### src/rtl/phase_lock_pkg.sv
// Shared definitions for the phase-lock sequencer: state encoding and
// default parameter values.
package phase_lock_pkg;

  typedef enum logic [1:0] {
    ST_IDLE   = 2'd0,
    ST_SEARCH = 2'd1,
    ST_LOCKED = 2'd2,
    ST_LOST   = 2'd3
  } pl_state_e;

  localparam int DEF_CNT_W    = 3;
  localparam int DEF_LOCK_LEN = 5;
  localparam int DEF_MISS_MAX = 2;

endpackage

### src/rtl/streak_counter.sv
// Saturating up-counter used to hold the consecutive-match streak.
// clr wins over inc; the count sticks at all-ones instead of wrapping.
module streak_counter #(
  parameter int CNT_W = 3
) (
  input  logic             clk,
  input  logic             rst,
  input  logic             clr,
  input  logic             inc,
  output logic [CNT_W-1:0] cnt
);

  logic [CNT_W-1:0] cnt_reg;

  // Counter register: clear, or increment until saturated.
  always_ff @(posedge clk or posedge rst) begin
    if (rst) begin
      cnt_reg <= '0;
    end else if (clr) begin
      cnt_reg <= '0;
    end else if (inc && (cnt_reg != {CNT_W{1'b1}})) begin
      cnt_reg <= cnt_reg + 1'b1;
    end
  end

  assign cnt = cnt_reg;

endmodule

### src/rtl/phase_lock_ctrl.sv
// Phase-lock sequencer: toggles a phase bit while active, tracks how many
// consecutive cycles the input matches it, declares lock after LOCK_LEN
// matches and drops lock after MISS_MAX consecutive misses while locked.
module phase_lock_ctrl
  import phase_lock_pkg::*;
#(
  parameter int CNT_W    = DEF_CNT_W,
  parameter int LOCK_LEN = DEF_LOCK_LEN,
  parameter int MISS_MAX = DEF_MISS_MAX
) (
  input  logic             clk,
  input  logic             rst,
  input  logic             start,
  input  logic             abort,
  input  logic             i,
  output logic             phase,
  output logic [1:0]       state,
  output logic [CNT_W-1:0] streak,
  output logic             locked,
  output logic             lock_pulse,
  output logic             lost_pulse
);

  localparam int MISS_W = $clog2(MISS_MAX + 1);
  localparam logic [CNT_W-1:0]  LOCK_LAST = CNT_W'(LOCK_LEN - 1);
  localparam logic [MISS_W-1:0] MISS_LAST = MISS_W'(MISS_MAX - 1);

  // Reject parameter sets the lock/miss compares cannot represent.
  generate
    if ((LOCK_LEN < 1) || (LOCK_LEN > (2**CNT_W) - 1)) begin : g_bad_lock_len
      $error("phase_lock_ctrl: LOCK_LEN must be in 1..2**CNT_W-1");
    end
    if (MISS_MAX < 1) begin : g_bad_miss_max
      $error("phase_lock_ctrl: MISS_MAX must be >= 1");
    end
  endgenerate

  pl_state_e         state_reg, state_next;
  logic              phase_reg, phase_next;
  logic [MISS_W-1:0] miss_cnt_reg, miss_cnt_next;
  logic              locked_reg, locked_next;
  logic              lock_pulse_reg, lock_pulse_next;
  logic              lost_pulse_reg, lost_pulse_next;
  logic              streak_clr, streak_inc;
  logic [CNT_W-1:0]  streak_cnt;
  logic              match;

  // The comparison always uses the phase value held before the edge.
  assign match = (i == phase_reg);

  streak_counter #(
    .CNT_W(CNT_W)
  ) u_streak (
    .clk (clk),
    .rst (rst),
    .clr (streak_clr),
    .inc (streak_inc),
    .cnt (streak_cnt)
  );

  // State, phase, miss counter and status registers.
  always_ff @(posedge clk or posedge rst) begin
    if (rst) begin
      state_reg      <= ST_IDLE;
      phase_reg      <= 1'b0;
      miss_cnt_reg   <= '0;
      locked_reg     <= 1'b0;
      lock_pulse_reg <= 1'b0;
      lost_pulse_reg <= 1'b0;
    end else begin
      state_reg      <= state_next;
      phase_reg      <= phase_next;
      miss_cnt_reg   <= miss_cnt_next;
      locked_reg     <= locked_next;
      lock_pulse_reg <= lock_pulse_next;
      lost_pulse_reg <= lost_pulse_next;
    end
  end

  // Next-state logic; abort overrides any lock or loss decided this cycle.
  always_comb begin
    state_next      = state_reg;
    phase_next      = phase_reg;
    miss_cnt_next   = miss_cnt_reg;
    streak_clr      = 1'b0;
    streak_inc      = 1'b0;
    lock_pulse_next = 1'b0;
    lost_pulse_next = 1'b0;

    if (abort) begin
      state_next    = ST_IDLE;
      phase_next    = 1'b0;
      miss_cnt_next = '0;
      streak_clr    = 1'b1;
    end else begin
      case (state_reg)
        ST_IDLE: begin
          phase_next    = 1'b0;
          miss_cnt_next = '0;
          streak_clr    = 1'b1;
          if (start) begin
            state_next = ST_SEARCH;
          end
        end
        ST_SEARCH: begin
          phase_next = ~phase_reg;
          if (match) begin
            streak_inc = 1'b1;
            if (streak_cnt == LOCK_LAST) begin
              state_next      = ST_LOCKED;
              miss_cnt_next   = '0;
              lock_pulse_next = 1'b1;
            end
          end else begin
            streak_clr = 1'b1;
          end
        end
        ST_LOCKED: begin
          phase_next = ~phase_reg;
          if (match) begin
            streak_inc    = 1'b1;
            miss_cnt_next = '0;
          end else begin
            streak_clr    = 1'b1;
            miss_cnt_next = miss_cnt_reg + 1'b1;
            if (miss_cnt_reg == MISS_LAST) begin
              state_next      = ST_LOST;
              lost_pulse_next = 1'b1;
            end
          end
        end
        default: begin
          // ST_LOST: a single cleanup cycle before searching again.
          phase_next    = ~phase_reg;
          miss_cnt_next = '0;
          streak_clr    = 1'b1;
          state_next    = ST_SEARCH;
        end
      endcase
    end

    locked_next = (state_next == ST_LOCKED);
  end

  assign phase      = phase_reg;
  assign state      = state_reg;
  assign streak     = streak_cnt;
  assign locked     = locked_reg;
  assign lock_pulse = lock_pulse_reg;
  assign lost_pulse = lost_pulse_reg;

endmodule

### config.mk
export PLATFORM = sky130hd
export DESIGN_NAME = phase_lock_ctrl
export DESIGN_NICKNAME = d
export VERILOG_FILES = /design/src/rtl/phase_lock_pkg.sv /design/src/rtl/streak_counter.sv /design/src/rtl/phase_lock_ctrl.sv
export SDC_FILE = /design/constraint.sdc
export NUM_CORES = 1
export LEC_CHECK = 0
export BUFFER_PORTS_ARGS = -buffer_cell sky130_fd_sc_hd__buf_4
export CELL_PAD_IN_SITES_DETAIL_PLACEMENT = 0
export CELL_PAD_IN_SITES_GLOBAL_PLACEMENT = 1
export CORE_MARGIN = 2
export CORE_UTILIZATION = 39
export DETAILED_ROUTE_END_ITERATION = 10
export GPL_TIMING_DRIVEN = 0
export HOLD_SLACK_MARGIN = 0.12
export PLACE_DENSITY = 0.77
export SYNTH_ARGS = -nofsm -noshare
export SYNTH_HDL_FRONTEND = slang
export SYNTH_SLANG_ARGS = --single-unit
### constraint.sdc
create_clock -name clk -period 1.6 [get_ports clk]
set_input_delay 0.08 -clock clk [delete_from_list [all_inputs] [get_ports clk]]
set_output_delay 0.08 -clock clk [all_outputs]
set_load 0.03 [all_outputs]
# Word-level counts from Yosys, hierarchy flattened

Cells that the tools add are included.

Bits in registers: 11
Input port bits: 5
Output and inout bits: 9
Logic and storage cells: 54

$add $sub $neg: 2
Equal/unequal tests: 9
Multiplexer cells: 30
Bitwise gates (word level): 1
Reductions and logical operators: 5

Operators by type and width:

| cell                                          | count |
|---|---|
| 2-to-1 mux 2 bit                              | 10 |
| 2-to-1 mux 1 bit                              | 16 |
| inequality test 3 bit, second input constant  | 3 |
| 2-to-1 mux 3 bit                              | 2 |
| case mux 2 bit (3 select lines)               | 1 |
| == test 2 x 1 -> 1 bit, second input constant | 2 |
| == test 2 bit, second input constant          | 2 |
| case mux 2 bit (2 select lines)               | 1 |
| adder 3 x 1 -> 3 bit, second input constant   | 1 |
| == test 3 bit, second input constant          | 1 |
| adder 2 x 1 -> 2 bit, second input constant   | 1 |
| zero test 2 bit                               | 1 |
| AND reduction 2 bit                           | 1 |
| nonzero test 2 bit                            | 1 |
| OR reduction 2 bit                            | 1 |
| == test 1 bit                                 | 1 |
| logical AND 1 bit                             | 1 |
| inverter 1 bit                                | 1 |

# Logic depth before layout (Yosys ltp)

Gate-level depths: netlist of the first run.

Depth in word-level cells: 7
Depth in mapped cells: 5

# Hierarchy

Synthesis of the first run repeated with hierarchy kept, for this count alone.

Cells, all modules: 63
Area, all modules: 660.6 µm²

By module, submodules not included:

| module          | times used | cells an instance | area an instance (µm²) |
|---|---|---|---|
| phase_lock_ctrl | 1          | 47                | 473.0 |
| streak_counter  | 1          | 16                | 187.7 |

# Worst setup path after synthesis of the first run

OpenSTA, ideal clock, no wires.

Kind: register -> register
Start point: reg state_reg[1], in the netlist state[1]
End point: reg locked_reg, in the netlist locked
Library setup time: 87 ps
Data arrival time: 1608 ps
Data required time: 1513 ps
Setup slack: -95 ps
Stages on the path, launching flop included: 6
Path buffers: 0
Clock period less this slack: 1695 ps
Path through: dfrtp_1 inv_1 ha_1 and2_1 a311o_1 a211oi_2

Word-level cells in the longest chain between the ends: 5
Elaborated cells between the ends (all ways): 11
Classes of those cells: eq/ne: 3; mux: 7; reduce/logical: 1

Ends and longest elaborated chain:

| what                                | RTL line                                       | RTL |
|---|---|---|
| from (decl)                         | phase_lock_ctrl.sv:38                          | `pl_state_e state_reg, state_next;` |
| from (signal assigned)              | phase_lock_ctrl.sv:71                          | `state_reg <= state_next;` |
| 2-to-1 mux 2 bit (on tied branches) | phase_lock_ctrl.sv:126, phase_lock_ctrl.sv:109 |  |
| 2-to-1 mux 2 bit (on tied branches) | phase_lock_ctrl.sv:120, phase_lock_ctrl.sv:107 |  |
| case mux 2 bit (3 select lines) *   | phase_lock_ctrl.sv:96                          | `case (state_reg)` |
| 2-to-1 mux 2 bit *                  | phase_lock_ctrl.sv:90                          | `if (abort) begin` |
| == test 2 bit *                     | phase_lock_ctrl.sv:142                         | `locked_next = (state_next == ST_LOCKED);` |
| named net locked_next               | phase_lock_ctrl.sv:41                          | `logic locked_reg, locked_next;` |
| to (signal assigned)                | phase_lock_ctrl.sv:74                          | `locked_reg <= locked_next;` |
| to (decl)                           | phase_lock_ctrl.sv:41                          |  |

Mark *: on every way through the listed nets, which the timed path passes. The rest lies on a longest branch.
A chain may end at the register's enable or synchronous reset.

# Final worst setup path of the first run

Ends and elaborated chain as after synthesis.

==> results of run 1 <==
-- synth_stat cells --
cell and instances:
and2_1 1, ha_1 9, clkbuf_1 1, or2_2 1, xor2_1 1, and4b_1 1, a211oi_2 1, o21ai_0 1
nor2_1 10, xor2_2 1, and3b_1 1, o211ai_1 2, a21oi_1 5, a31oi_1 1, nand3_1 2, o31ai_1 2
a21o_1 1, inv_1 6, nor3_1 1, mux2i_1 2, dfrtp_1 11, a311o_1 1, nor3b_1 1, or3b_1 1
nand2_1 1
-- worst min-delay path: cells and delay by family --
kind | cells | cell delay [ns]
AND/OR/NAND/NOR | 1 | 0.13
buffers and inverters | 1 | 0.09
AO/OA/AOI/OAI | 2 | 0.10
-- repair_timing --
action / CTS / global route
hold endpoints to repair: 11 / 0
gates resized for setup: 1 / 2
setup buffers: 0 / 2
setup endpoints to repair: 1 / 1
hold buffers: 1 / 0
-- final cells by class --
cell class	count	area (µm²)	area share, %
Tap cell	16	20.02	2.381
Multi-Input combinational cell	47	375.4	44.64
Inverter	6	22.52	2.679
Sequential cell	11	277.8	33.04
Buffer	1	3.754	0.4464
Clock buffer	4	26.28	3.125
Timing Repair Buffer	15	115.1	13.69
-- logic make-up after synthesis --
logic type	after synthesis	share of synthesized area [%]
flops	11	41.75
xor+xnor	2	3.796
compound gates	14	14.61
fa+ha+maj	9	17.08
mux	2	3.036
simple gates	20	15.75
buf+inv	7	3.984
-- power by group --
group / internal (mW) / leakage [nW] / switching (mW)
combinational: 0.0471 / 0.241 / 0.0699
sequential: 0.286 / 0.149 / 0.0127
clock: 0.0966 / 0.0150 / 0.0909
total: 0.430 / 0.405 / 0.174
-- routing by layer --
layer  wire, µm  vias to the layer above  share of wire, %
li1           -                      264                 -
met1        601                      239                48
met2        574                       13                45
met5          0                        -                 0
met4         13                        0               1.0
met3         76                        5               6.0
-- final timing paths --
| check | startpoint | to | slack, ns | depth (start not counted) |
|---|---|---|---|---|
| setup / recovery | state[1] | locked | 0.1 | 5 |
| hold / removal | start | locked | 0.17 | 4 |
| setup reg to reg | state[1] | locked | 0.1 | 5 |
| hold reg to reg | phase | phase | 0.54 | 1 |
| max in group asynchronous | rst | state[1] | 0.93 | 3 |
| min in group asynchronous | rst | u_streak.cnt[1] | 0.36 | 3 |
-- per-stage QoR --
step	std cells	hold WS, ns	instance area, µm²	setup slack, ns
CTS	98	0.1604	810.8	0.06099
detailed placement	93	0.1050	772.0	0.004278
finish	100	0.1660	840.8	0.09789
global route	100	0.1873	840.8	0.01855
global placement	93	0.1058	772.0	0.01546
floorplan	65	-0.06770	661.9	0.02475
==> impl_metrics.toml, run 1 <==
[route]
drtIter0Drc = 10
routedWlPerCell_um = 12.65
drc = 0
drt_wl_total_mm = 1.265
num_vias = 521
ant_nets = 0
vias_per_cell = 5.210
dr.pass1.iters = 4

[pwr]
power.density_nw_per_um2 = 717.2
p_total_mw = 0.6031
vdd_ir_drop_max_mv = 0.4897
power_leakage_nw = 0.4051

[cts]
cts-root-buf = "clkbuf_4"
clk_path_buf_depth = 2
clkLatencyLatePin_ns = 0.27
cts.sinks = 11
cts_tree = "yes"
cts_max_level = 1
cts_buffers = 3
path_clk_slew_ns = 0.06

[logic_synthesis]
synth-seq-cells = 11
synth_top_cells_by_area = "dfrtp_1 (42%), ha_1 (17%), nor2_1 (5.7%)"
synth_top_area_share_pct = 41.75
postSynthAreaPerCell_um2 = 10.14
ys_seq_area_share_pct = 41.75
ys_types = 25
syn_nets = 79
synth_largest_area_cell = "dfrtp_1"
ys_warn_count = 0
netlist_area_um2 = 659.4
netlist_instances = 65

[global_route]
grt_usage_pct = 15.53
grt_pass1_wl_mm = 2.263
use_met1_pct = 20.30
grt.overflow.total = 0
grt_max_degree = 12
grt_use_met2_pct = 24.29
grt_util_met3_pct = 6.000
antenna_found_initial = 0
grt_pass1_vias = 524
grt-busiest-layer = "met2"

[worst_setup_path]
slowest_delay_ns = 0.41
cp_max_fo = 7
worstSetupStartpointType = "flip-flop"
crit_slowest_cell = "dfrtp_2"
path_class = "flip-flop to flip-flop"
cp_num_buf_inv = 1
end_kind = "flip-flop"
critPathTopFamily = "compound AO/OA/AOI/OAI gates"
cp.arrival_ns = 1.69
required_ns = 1.79
crit_path_cell_trace = "inv_1, ha_4, and2_1, a311o_1, a211oi_2"

[sta]
finalSetupViolations = 0
maxSlewViolCount = 0
grt_setup_unrepaired = "false"
fmax_mhz = 665.7
fin_crit_sh_pct = 93.88
final.setup.tns_ns = 0
slew_headroom_pct = 72.12
fin_crit_ns = 1.502
hold_viol = 0
skew_ns = 0.003913
worst_slew_pin_slew_ns = 0.4177

[placed_design]
post-dp-hpwl_um = 937.8
globalplace.congestion = 0.7509
io_buffer_count = 12

[die]
initial_core_util_pct = 42.78
die_w_um = 45.12
core_area_um2 = 1541
placementRows = 14
die_area_um2 = 2036
io_pins = 14
dieHeight_um = 45.12

[cells_and_area]
final_common_cell = "buf_4"
largest_register_ffs = 3
nFillCells = 159
antenna_cells = 0
area_delta_synth_final_pct = 27.51
final_cell_mix = "buf_4 (14), nor2_1 (10), dfrtp_1 (9)"
final_util_pct = 54.55
layout.nets = 99
drive_above_1_share_pct = 28.57

[status]
outcome = "completed"

[run]
cap_violations = 0

[min_path]
hold_path_class = "input pin to flip-flop"
No activity file was read; power rests on OpenSTA's default activity.
==> run 2, diff against run 1 <==
--- a/config.mk
+++ b/config.mk
@@ -8,7 +8,6 @@
 export BUFFER_PORTS_ARGS = -buffer_cell sky130_fd_sc_hd__buf_4
 export CELL_PAD_IN_SITES_DETAIL_PLACEMENT = 0
 export CELL_PAD_IN_SITES_GLOBAL_PLACEMENT = 1
-export CORE_MARGIN = 2
 export CORE_UTILIZATION = 39
 export DETAILED_ROUTE_END_ITERATION = 10
 export GPL_TIMING_DRIVEN = 0
==> run 2 against run 1 <==
Die area shrank 8.7%. Worst hold slack better by 0.0044 ns. Fmax fell by 2.0%. Setup slack worse by 0.030 ns. Critical path type unchanged.
==> impl_metrics.toml, run 2 (same netlist as run 1, synthesis figures left out) <==
[pwr]
power.density_nw_per_um2 = 714.2
vdd_ir_drop_max_mv = 0.4124
power_leakage_nw = 0.4085

[cts]
path_clk_slew_ns = 0.07
cts-root-buf = "clkbuf_4"
cts_max_level = 1
cts_buffers = 3
cts_tree = "yes"
clk_path_buf_depth = 2
cts.sinks = 11
clkLatencyLatePin_ns = 0.27

[global_route]
grt_max_degree = 12
grt_usage_pct = 16.04
antenna_found_initial = 0
grt_pass1_vias = 489
grt_pass1_wl_mm = 2.118
grt.overflow.total = 0

[die]
die_area_um2 = 1859
die_w_um = 43.12
dieHeight_um = 43.12
initial_core_util_pct = 42.78
placementRows = 14
io_pins = 14
core_area_um2 = 1541

[sta]
worst_slew_pin_slew_ns = 0.4173
final.setup.tns_ns = 0
grt_setup_unrepaired = "false"
hold_viol = 0
finalSetupViolations = 0
fin_crit_ns = 1.532
slew_headroom_pct = 72.15
fmax_mhz = 652.7
maxSlewViolCount = 0
skew_ns = 0.004066
fin_crit_sh_pct = 95.76

[route]
routedWlPerCell_um = 13.27
num_vias = 533
dr.pass1.iters = 2
drtIter0Drc = 6
drc = 0
vias_per_cell = 5.277
drt_wl_total_mm = 1.340
ant_nets = 0

[placed_design]
placed_cell_area_um2 = 772.0
globalplace.congestion = 0.7588
io_buffer_count = 12
post-dp-hpwl_um = 933.8

[worst_setup_path]
worstSetupStartpointType = "flip-flop"
worst-r2r-setup-slack_ns = 0.07
cp_max_fo = 7
crit_path_cell_trace = "ha_2, and2_1, a311o_1, a211oi_2"
required_ns = 1.78
crit_slowest_cell = "dfrtp_2"
slowest_delay_ns = 0.44
critPathTopFamily = "compound AO/OA/AOI/OAI gates"
path_class = "flip-flop to flip-flop"
worstSetupPathDepth = 4
cp_num_buf_inv = 0
end_kind = "flip-flop"
r2r_cells = 4
cp.arrival_ns = 1.71

[status]
outcome = "completed"

[cells_and_area]
drive_above_1_share_pct = 29.41
layout.nets = 100
final_common_cell = "buf_4"
final_cell_mix = "buf_4 (15), nor2_1 (10), dfrtp_1 (9)"
antenna_cells = 0
area_delta_synth_final_pct = 27.13
final_area_um2 = 838.3
largest_register_ffs = 3

[run]
cap_violations = 0

[min_path]
hold_path_class = "input pin to flip-flop"
whs_path_depth = 4
run 2: changes by cell type in the layout (fill, tap and decap cells not counted):
cell | before | now
ha_4 | 1 | 0
ha_2 | 0 | 1
buf_4 | 14 | 15
run 2: routing by layer:
layer | GRT usage, % | vias to the layer above | wire length [µm]
li1 | - | 264 | -
met4 | 5.455 | 0 | 19
met2 | 25.97 | 11 | 620
met1 | 19.15 | 254 | 627
met5 | 0 | - | 0
met3 | 6.383 | 4 | 73
run 2: path summary, 6_finish.rpt:
path                               start               to
worst max-delay path            state[0]           locked
worst min-delay path               start           locked
worst max register to register  state[0]           locked
worst min register to register     phase            phase
max in group asynchronous            rst         state[1]
min in group asynchronous            rst  u_streak.cnt[1]
run 2: worst min-delay path, stage by stage:
cell and delay (ns):
buf_4 0.09, a21oi_1 0.05, nor2_1 0.12, a211oi_2 0.05
run 2: area by class of cell:
type	instances	area (µm²)
buffer	1	3.754
timing repair buffer	16	122.6
sequential	11	277.8
inverter	6	22.52
fill	149	703.2
clock buffer	4	26.28
multi-input combinational	47	365.4
tap	16	20.02
run 2: per-stage QoR:
stage | power [mW] | setup slack (ns) | util [%] | instances | hold slack, ns
global route | 0.6341 | 0.0008611 | 54.38 | 101 | 0.1792
finish | 0.5987 | 0.06784 | 54.38 | 101 | 0.1703
global placement | 0.4108 | 0.01547 | 50.08 | 93 | 0.1057
floorplan | 0.3749 | 0.02475 | - | 65 | -0.06770
CTS | 0.6034 | 0.05390 | 52.60 | 98 | 0.1661
detailed placement | 0.4114 | 0.01019 | 50.08 | 93 | 0.1068
run 2: what timing repair did:
| item | CTS | global route |
|---|---|---|
| pin swaps | 0 | 0 |
| setup endpoints to repair | 1 | 1 |
| hold buffers | 1 | 0 |
| resized for setup | 1 | 1 |
| buffers inserted | 0 | 3 |
| hold endpoints to repair | 11 | 0 |
run 2: power breakdown:
part / switching, mW / total, mW / internal, mW
sequential: 0.0106 / 0.296 / 0.286
clock: 0.0909 / 0.188 / 0.0966
combinational: 0.0706 / 0.115 / 0.0441
total: 0.172 / 0.599 / 0.427
